<file path="config.mk">
export PLATFORM = sky130hd
export DESIGN_NAME = bht_ctrl
export DESIGN_NICKNAME = d
export VERILOG_FILES = /design/src/rtl/bht_ctrl.sv
export SDC_FILE = /design/constraint.sdc
export NUM_CORES = 1
export LEC_CHECK = 0
export ABC_CLOCK_PERIOD_IN_PS = 7550
export BUFFER_PORTS_ARGS = -buffer_cell sky130_fd_sc_hd__buf_2
export CAP_MARGIN = 20
export CORE_MARGIN = 2
export CORE_UTILIZATION = 40
export DETAILED_ROUTE_END_ITERATION = 6
export GPL_TIMING_DRIVEN = 0
export PLACE_DENSITY = 0.64
export SYNTH_ARGS = -nofsm -noshare
export SYNTH_HDL_FRONTEND = slang
export SYNTH_SLANG_ARGS = --single-unit
</file>
<file path="constraint.sdc">
create_clock -name clk -period 7.55 [get_ports clk]
set_clock_uncertainty 0.15 [all_clocks]
set_input_delay 0.3775 -clock clk [delete_from_list [all_inputs] [get_ports clk]]
set_output_delay 0.3775 -clock clk [all_outputs]
set_load 0.1 [all_outputs]
</file>
<file path="src/rtl/bht_ctrl.sv">
// bht_ctrl: arbitrates the shared BHT/BTB index port between fetch lookups
// and queued resolved-branch updates, and raises a registered redirect.
module bht_ctrl #(
  parameter int QDEPTH  = 4,
  parameter int AGE_MAX = 8
) (
  input  logic        clk,
  input  logic        rst,
  input  logic        f_req,
  input  logic [31:0] f_pc,
  output logic        f_gnt,
  output logic        f_taken,
  output logic [31:0] f_target,
  input  logic        r_valid,
  input  logic [31:0] r_pc,
  input  logic        r_taken,
  input  logic [31:0] r_target,
  input  logic        r_pred,
  input  logic [31:0] r_ptgt,
  output logic        r_ready,
  output logic        redirect,
  output logic [31:0] redirect_pc,
  output logic [15:0] mispred_cnt,
  output logic [3:0]  bht_ind,
  output logic [31:0] bht_bta,
  output logic        bht_val,
  output logic        bht_br,
  input  logic        bht_taken,
  input  logic [31:0] bht_btp
);

  localparam int PW = $clog2(QDEPTH);
  localparam int AW = $clog2(AGE_MAX + 1);
  localparam logic [PW:0]   CNT_FULL = (PW+1)'(QDEPTH);
  localparam logic [PW:0]   CNT_ONE  = (PW+1)'(1);
  localparam logic [PW-1:0] PTR_ONE  = PW'(1);
  localparam logic [AW-1:0] AGE_LIM  = AW'(AGE_MAX);
  localparam logic [AW-1:0] AGE_ONE  = AW'(1);

  typedef struct packed {
    logic [3:0]  idx;
    logic        taken;
    logic [31:0] tgt;
  } upd_t;

  upd_t          mem_q [QDEPTH];
  logic [PW-1:0] wr_q, wr_d;
  logic [PW-1:0] rd_q, rd_d;
  logic [PW:0]   cnt_q, cnt_d;
  logic [AW-1:0] age_q, age_d;
  logic          red_q, red_d;
  logic [31:0]   rpc_q, rpc_d;
  logic [15:0]   mcnt_q, mcnt_d;

  logic empty;
  logic full;
  logic force_upd;
  logic upd_slot;
  logic push;
  logic pop;
  logic mispred;
  upd_t head;
  upd_t entry;

  assign empty     = (cnt_q == '0);
  assign full      = (cnt_q == CNT_FULL);
  assign head      = mem_q[rd_q];
  assign force_upd = !empty && (full || (age_q >= AGE_LIM));
  assign upd_slot  = !empty && (force_upd || !f_req);
  assign push      = r_valid && !full;
  assign pop       = upd_slot;

  assign mispred = (r_taken != r_pred)
                || (r_taken && r_pred && (r_target != r_ptgt));

  assign entry.idx   = r_pc[5:2];
  assign entry.taken = r_taken;
  assign entry.tgt   = r_target;

  assign r_ready  = !full;
  assign f_gnt    = f_req && !upd_slot;
  assign f_taken  = bht_taken && f_gnt;
  assign f_target = f_gnt ? bht_btp : 32'd0;

  assign bht_br  = upd_slot;
  assign bht_ind = upd_slot ? head.idx : f_pc[5:2];
  assign bht_val = upd_slot && head.taken;
  assign bht_bta = upd_slot ? head.tgt : 32'd0;

  assign redirect    = red_q;
  assign redirect_pc = rpc_q;
  assign mispred_cnt = mcnt_q;

  always_comb begin
    wr_d   = wr_q;
    rd_d   = rd_q;
    cnt_d  = cnt_q;
    age_d  = age_q;
    red_d  = 1'b0;
    rpc_d  = rpc_q;
    mcnt_d = mcnt_q;
    if (push) wr_d = wr_q + PTR_ONE;
    if (pop)  rd_d = rd_q + PTR_ONE;
    unique case (1'b1)
      push && !pop: cnt_d = cnt_q + CNT_ONE;
      pop && !push: cnt_d = cnt_q - CNT_ONE;
      default: ;
    endcase
    // Age belongs to whichever entry sits at the head next cycle
    if (empty || pop) begin
      age_d = '0;
    end else if (age_q != AGE_LIM) begin
      age_d = age_q + AGE_ONE;
    end
    if (push && mispred) begin
      red_d = 1'b1;
      rpc_d = r_taken ? r_target : r_pc + 32'd4;
      if (mcnt_q != 16'hFFFF) mcnt_d = mcnt_q + 16'd1;
    end
  end

  always_ff @(posedge clk) begin
    if (push) mem_q[wr_q] <= entry;
  end

  always_ff @(posedge clk) begin
    if (rst) begin
      wr_q   <= '0;
      rd_q   <= '0;
      cnt_q  <= '0;
      age_q  <= '0;
      red_q  <= 1'b0;
      rpc_q  <= 32'd0;
      mcnt_q <= 16'd0;
    end else begin
      wr_q   <= wr_d;
      rd_q   <= rd_d;
      cnt_q  <= cnt_d;
      age_q  <= age_d;
      red_q  <= red_d;
      rpc_q  <= rpc_d;
      mcnt_q <= mcnt_d;
    end
  end

endmodule
</file>
==> results.yml, run 1 <==
placement:
  dpl.hpwl_microns: 21840
  portBuffers: 259
  place.gp.congestion: 0.8810
timing:
  slew_viol_final: 0
  relSlewSlack_pct: 42.25
  fmax_ghz: 0.2593
  rsz0062_at_grt: "false"
  worst_pin_slew_ns: 0.8662
  layout_min_cycle_time_ns: 3.857
  period_share_pct: 51.09
  hold_viol: 0
  setup-tns-final_ns: 0
  setup_viol: 0
synthesis:
  ys_top_cells_by_area: "edfxtp_1 (44%), dfxtp_1 (12%), mux4_2 (8.2%)"
  synth_cell_types: 61
  synth_top_area_share_pct: 43.63
  synth_area_leader_cell: "edfxtp_1"
  synth_area_sq_um: 10190
  syn_avg_cell_area_sq_um: 12.73
  seq_area_frac_synth_pct: 55.81
  synth_edf_count: 148
  async_reset_ff_share_pct: 0
  synth_cells: 800
  syn_nets: 978
  yosys_warnings: 0
  synth_seq_cells: 210
  ys.flop_type: "edfxtp_1"
die:
  rows: 58
  dieArea_sq_um: 26760
  fp.dieW_microns: 163.6
  start_util_pct: 40.57
  chipHeight_microns: 163.6
  core_area_sq_um: 25110
  ios: 289
grt:
  antenna_found_initial: 2
  grt_usage_pct: 21.70
  first_global_vias: 7273
  gr-total-overflow: 0
  grt_max_degree: 35
  grt_pass1_wl_microns: 43590
worst_setup_path:
  critical_path_required_ns: 7.02
  path_max_fanout: 11
  end_kind: "output pin"
  cp-start-kind: "flop"
  worstSetupPathType: "flop to output pin"
  crit_arrival_ns: 3.33
pwr:
  power_leakage_nw: 4.994
  power_density_nw_per_um2: 343.2
  power.total_mw: 4.411
  ir_drop_mv: 0.2000
routing:
  first_pass_iters: 5
  via_per_inst: 5.233
  drtIter0Drc: 556
  wire_per_inst_microns: 20.35
  final_antenna_net_count: 0
  wirelength_microns: 29370
  vias: 7551
  remaining_drc_errors: 0
clock_tree:
  cts_hold_buf: 6
  cts_setup_buffers: 0
  cts_resized: 0
  cts_root_buffer: "clkbuf_16"
  cts_tree: "yes"
  clock-sinks: 210
  clkSlewWorstSetupHoldPaths_ns: 0.06
  cts_max_level: 1
  clock_latency_ns: 0.50
  cts_buffers: 23
  cts_buffer_depth: 3
worst_hold_path:
  hold_path_class: "input pin to flop"
finish:
  area_growth_pct: 26.15
  layout-drive-gt1-share_pct: 34.56
  nets: 1272
status:
  status: "finished clean"
run:
  cap_violations: 0
==> worst paths after layout <==
path                                      from                           end  slack, ns  cells after the start
setup / recovery         cnt_q[0]$_SDFFE_PP0P_                   bht_bta[28]       3.69                      8
hold / removal                    r_target[29]        mem_q[3][29]$_DFFE_PP_       0.01                      1
setup reg to reg         cnt_q[0]$_SDFFE_PP0P_         cnt_q[2]$_SDFFE_PP0P_       3.85                     12
hold reg to reg   redirect_pc[22]$_SDFFE_PP0P_  redirect_pc[22]$_SDFFE_PP0P_       0.31                      2
==> layout by cell type, fill, tap and decap left out, types with 14 or more instances in the layout <==
cell / netlist / routed
nor2_1: 46 / 46
xnor2_1: 25 / 25
mux4_2: 37 / 37
nand3_1: 17 / 17
nor4_1: 16 / 16
clkbuf_1: 29 / 31
xor2_1: 38 / 38
and2_1: 71 / 71
nand2b_1: 25 / 25
nand2_1: 15 / 15
a21oi_1: 30 / 30
buf_2: 5 / 264
o21ai_0: 14 / 14
edfxtp_1: 148 / 148
clkbuf_16: 0 / 23
o21ai_1: 22 / 22
nand4_1: 17 / 17
dfxtp_1: 62 / 62
inv_1: 29 / 29
==> report_power, final <==
group          switching (mW)  internal [mW]
clock                   0.460          0.731
combinational            1.38          0.431
sequential             0.0459           1.37
total                    1.88           2.53
==> per-stage QoR <==
stage / instance area, sq um / setup WS [ns] / utilization (%) / std cells / hold slack, ns
after floorplan: 10190 / 3.596 / - / 800 / 0.2952
after global placement: 11900 / 3.920 / 47.38 / 1389 / 0.2990
after detailed placement: 11980 / 3.897 / 47.72 / 1393 / 0.3011
after CTS: 12850 / 3.699 / 51.16 / 1441 / 0.001072
after global routing: 12850 / 3.534 / 51.16 / 1441 / 0.004993
final: 12850 / 3.693 / 51.18 / 1443 / 0.01101
==> synth_stat cells (4+ instances only) <==
library cell and number:
buf_1 4, and4_1 5, o21ai_1 22, nor4_2 5, nor2_1 46, dfxtp_1 62, mux4_2 37, xnor2_1 25
buf_6 4, o221ai_1 12, mux2i_1 7, xor2_1 38, edfxtp_1 148, a21oi_1 30, buf_2 5, nand4b_1 7
o21ai_0 14, nand3_1 17, and2_1 71, a211oi_1 12, nand2_1 15, nand2b_1 25, mux2_1 12, nor3_1 8
mux2_2 4, and3_1 9, ha_1 10, inv_1 29, clkbuf_1 29, nor2b_1 11, nor4_1 16, nand4_1 17
buf_4 4
==> layer usage <==
layer / global-route usage [%] / wire length (microns) / up-vias
met5: 0 / 0 / -
li1: - / - / 3562
met3: 4.571 / 2484 / 41
met4: 6.619 / 823 / 0
met2: 35.62 / 13950 / 281
met1: 29.01 / 12110 / 3667
==> final cells by class <==
type                       count  area (sq um)
clock inverter                17         221.5
sequential                   210          5685
fill                        2246         12260
clock buffer                  25         583.1
antenna                        2         5.005
multi-input combinational    514          4170
buffer                        46         224.0
tap                          330         412.9
timing repair buffer         269          1436
inverter                      30         112.6
==> cell families (layout without fill, tap and decap cells) <==
kind of cell / after synthesis / after routing / share of synthesized area [%]
compound gates: 110 / 110 / 7.247
xor+xnor: 63 / 63 / 5.416
fa+ha+maj: 11 / 11 / 1.425
buf+inv: 76 / 387 / 3.304
flops: 210 / 210 / 55.81
mux: 62 / 62 / 10.93
other cells: 0 / 2 / 0
simple gates: 268 / 268 / 15.87
==> critical path, cell delays in order (launching register included) <==
cell,delay [ns]
dfxtp_1,0.35
or3b_1,0.38
buf_4,0.17
and3_1,0.15
buf_2,0.16
nor2_4,0.23
clkbuf_1,0.66
and2_1,0.27
buf_2,0.44
==> flip-flops by register name (all words and copies together), names as in the netlist, named ones only <==
signal and flops:
cnt_q 3, age_q 4, rd_q 2, redirect_pc 32
mispred_cnt 16, redirect 1, wr_q 2, mem_q 148
No activity file was read; power rests on OpenSTA's default activity.
==> inputs of run 2 (changes only) <==
--- a/config.mk
+++ b/config.mk
@@ -5,14 +5,14 @@
 export SDC_FILE = /design/constraint.sdc
 export NUM_CORES = 1
 export LEC_CHECK = 0
-export ABC_CLOCK_PERIOD_IN_PS = 7550
+export ABC_CLOCK_PERIOD_IN_PS = 3200
 export BUFFER_PORTS_ARGS = -buffer_cell sky130_fd_sc_hd__buf_2
 export CAP_MARGIN = 20
 export CORE_MARGIN = 2
 export CORE_UTILIZATION = 40
 export DETAILED_ROUTE_END_ITERATION = 6
 export GPL_TIMING_DRIVEN = 0
-export PLACE_DENSITY = 0.64
+export PLACE_DENSITY = 0.66
 export SYNTH_ARGS = -nofsm -noshare
 export SYNTH_HDL_FRONTEND = slang
 export SYNTH_SLANG_ARGS = --single-unit
==> constraint.sdc (replaced) <==
create_clock -name clk -period 3.2 [get_ports clk]
set_clock_uncertainty 0.15 [all_clocks]
set_input_delay 0.16 -clock clk [delete_from_list [all_inputs] [get_ports clk]]
set_output_delay 0.16 -clock clk [all_outputs]
set_load 0.1 [all_outputs]
==> run 2 against run 1 <==
Clock power rose by 110%. Largest cell class unchanged. Register-to-register slack got worse by 3.8 ns. Total power rose by 130%. Largest power group unchanged. Combinational power rose by 140%. Hold slack improved by 0.0014 ns. Wire length rose by 1.3%.
==> results.yml, run 2 (same netlist as run 1, synthesis figures left out) <==
pwr:
  clock_power_share_pct: 24.3
  power_density_nw_per_um2: 764.1
  p_int_mw: 5.783
  power.total_mw: 10.21
  switching_share_pct: 43.39
  sequentialPowerShare_pct: 32.6
  ir_drop_mv: 0.5806
  power.switching_mw: 4.432
  pwr-share-comb_pct: 43.1
  power_leakage_nw: 5.205
die:
  ios: 289
  rows: 58
  fp.dieW_microns: 163.6
  core_area_sq_um: 25110
  chipHeight_microns: 163.6
  start_util_pct: 40.57
  dieArea_sq_um: 26760
finish:
  final_cell_mix: "buf_2 (239), edfxtp_1 (148), and2_1 (71), dfxtp_1 (62), dlygate4sd3_1 (60)"
  regMostFlops: "mem_q"
  layout-drive-gt1-share_pct: 33.13
  fin_cells: 1498
  final_cell_area_sq_um: 13370
  nets: 1326
  fillCellCount: 2215
  final_common_cell: "buf_2"
  largest_reg_flops: 148
  area_growth_pct: 31.22
clock_tree:
  clock_latency_ns: 0.52
  cts_root_buffer: "clkbuf_16"
  cts_buffers: 23
  cts_max_level: 1
  cts_tree: "yes"
  cts_buffer_depth: 3
  clkSlewWorstSetupHoldPaths_ns: 0.05
  clock-sinks: 210
worst_hold_path:
  hold_path_class: "input pin to flop"
  min_path_cells: 3
timing:
  worst_pin_slew_ns: 0.7316
  setup_viol: 0
  slew_viol_final: 0
  relSlewSlack_pct: 50.78
  hold_viol: 0
  fmax_ghz: 0.3198
  period_share_pct: 97.72
  layout_min_cycle_time_ns: 3.127
  rsz0062_at_grt: "true"
routing:
  final_antenna_net_count: 0
  drtIter0Drc: 498
  vias: 7755
  wirelength_microns: 29760
  via_per_inst: 5.177
  remaining_drc_errors: 0
  first_pass_iters: 5
  wire_per_inst_microns: 19.87
worst_setup_path:
  worstSetupPathType: "flop to flop"
  ff2ff_path_depth: 12
  cp-start-kind: "flop"
  critical_path_required_ns: 3.49
  crit_arrival_ns: 3.42
  end_kind: "flop"
  path_max_fanout: 11
placement:
  portBuffers: 259
  place_area_sq_um: 11990
  place.gp.congestion: 0.9031
  placed_cells: 1393
  dpl.hpwl_microns: 21730
grt:
  first_global_vias: 7399
  grt_pass1_wl_microns: 43640
  antenna_found_initial: 3
  gr-total-overflow: 0
  grt_max_degree: 36
  grt_usage_pct: 21.69
run:
  cap_violations: 0
status:
  status: "finished clean"
==> run 2: changes by cell type in the layout (fill, tap and decap cells not counted), moves of 2 or more <==
cell,previous run,this run
bufinv_16,5,1
dlygate4sd3_1,6,60
buf_4,4,27
buf_2,264,239
clkinv_2,4,7
clkbuf_4,0,3
buf_1,4,2
clkinvlp_4,3,0
clkbuf_2,0,5
==> run 2: area by class of cell <==
| class | instances | area, sq um | area share, % |
|---|---|---|---|
| clock buffers | 30 | 601.8 | 4.502 |
| clock inverters | 12 | 96.34 | 0.7207 |
| inverters | 30 | 112.6 | 0.8424 |
| well taps | 330 | 412.9 | 3.089 |
| diodes | 3 | 7.507 | 0.05616 |
| plain buffers | 46 | 241.5 | 1.806 |
| flip-flops and latches | 210 | 5685 | 42.53 |
| multi-input cells | 514 | 4170 | 31.20 |
| repair buffers | 323 | 2039 | 15.26 |
==> run 2: through the flow <==
| stage | setup WS, ns | TNS (ns) | hold WS (ns) | util (%) |
|---|---|---|---|---|
| after floorplan | -0.02905 | -0.02905 | 0.1089 | - |
| after global placement | 0.02277 | 0 | 0.2699 | 47.40 |
| after detailed placement | 0.01499 | 0 | 0.2835 | 47.74 |
| after CTS | 0.004073 | 0 | 0.001563 | 53.16 |
| after global routing | -0.07694 | -0.3764 | 0.04203 | 53.23 |
| final | 0.07295 | 0 | 0.01244 | 53.24 |
==> run 2: metal layers <==
metal  vias to the layer above  GRT usage, %  routed length [microns]
li1                       3666             -                        -
met1                      3780         28.53                    12070
met2                       271         35.35                    14340
met3                        38         5.460                     2489
met4                         0         6.898                      863
met5                         -             0                        0
==> run 2: path summary, 6_finish.rpt <==
check                                 endpoint                         start  slack [ns]
setup / recovery         cnt_q[2]$_SDFFE_PP0P_         cnt_q[0]$_SDFFE_PP0P_        0.07
hold / removal     redirect_pc[0]$_SDFFE_PP0P_                       r_pc[0]        0.01
setup reg to reg         cnt_q[2]$_SDFFE_PP0P_         cnt_q[0]$_SDFFE_PP0P_        0.07
hold reg to reg   redirect_pc[25]$_SDFFE_PP0P_  redirect_pc[25]$_SDFFE_PP0P_        0.31
==> run 2: power by group through the flow <==
stage	clock, mW	sequential (mW)	combinational [mW]
CTS	2.52	3.33	4.43
finish	2.48	3.33	4.40
global route	2.63	3.35	4.63
global placement	0	3.39	4.24
floorplan	0	3.77	3.03
detailed placement	0	3.38	4.29
==> run 2: repair_timing <==
| action | CTS | global route |
|---|---|---|
| setup buffers | 0 | 0 |
| pin swaps | 0 | 0 |
| hold buffers | 60 | 0 |
| setup endpoints to repair | 29 | 29 |
| resized for setup | 24 | 12 |
| endpoints found under the hold margin | 178 | 0 |
==> run 2: critical path, stage by stage (launching register included) <==
cell and delay (ns):
dfxtp_1 0.35, or3b_1 0.38, buf_4 0.17, and3_1 0.16, buf_2 0.17, nor2_4 0.19
buf_4 0.25, ha_1 0.21, inv_1 0.06, fa_1 0.37, xor2_1 0.16, or3_1 0.31
a21oi_1 0.14
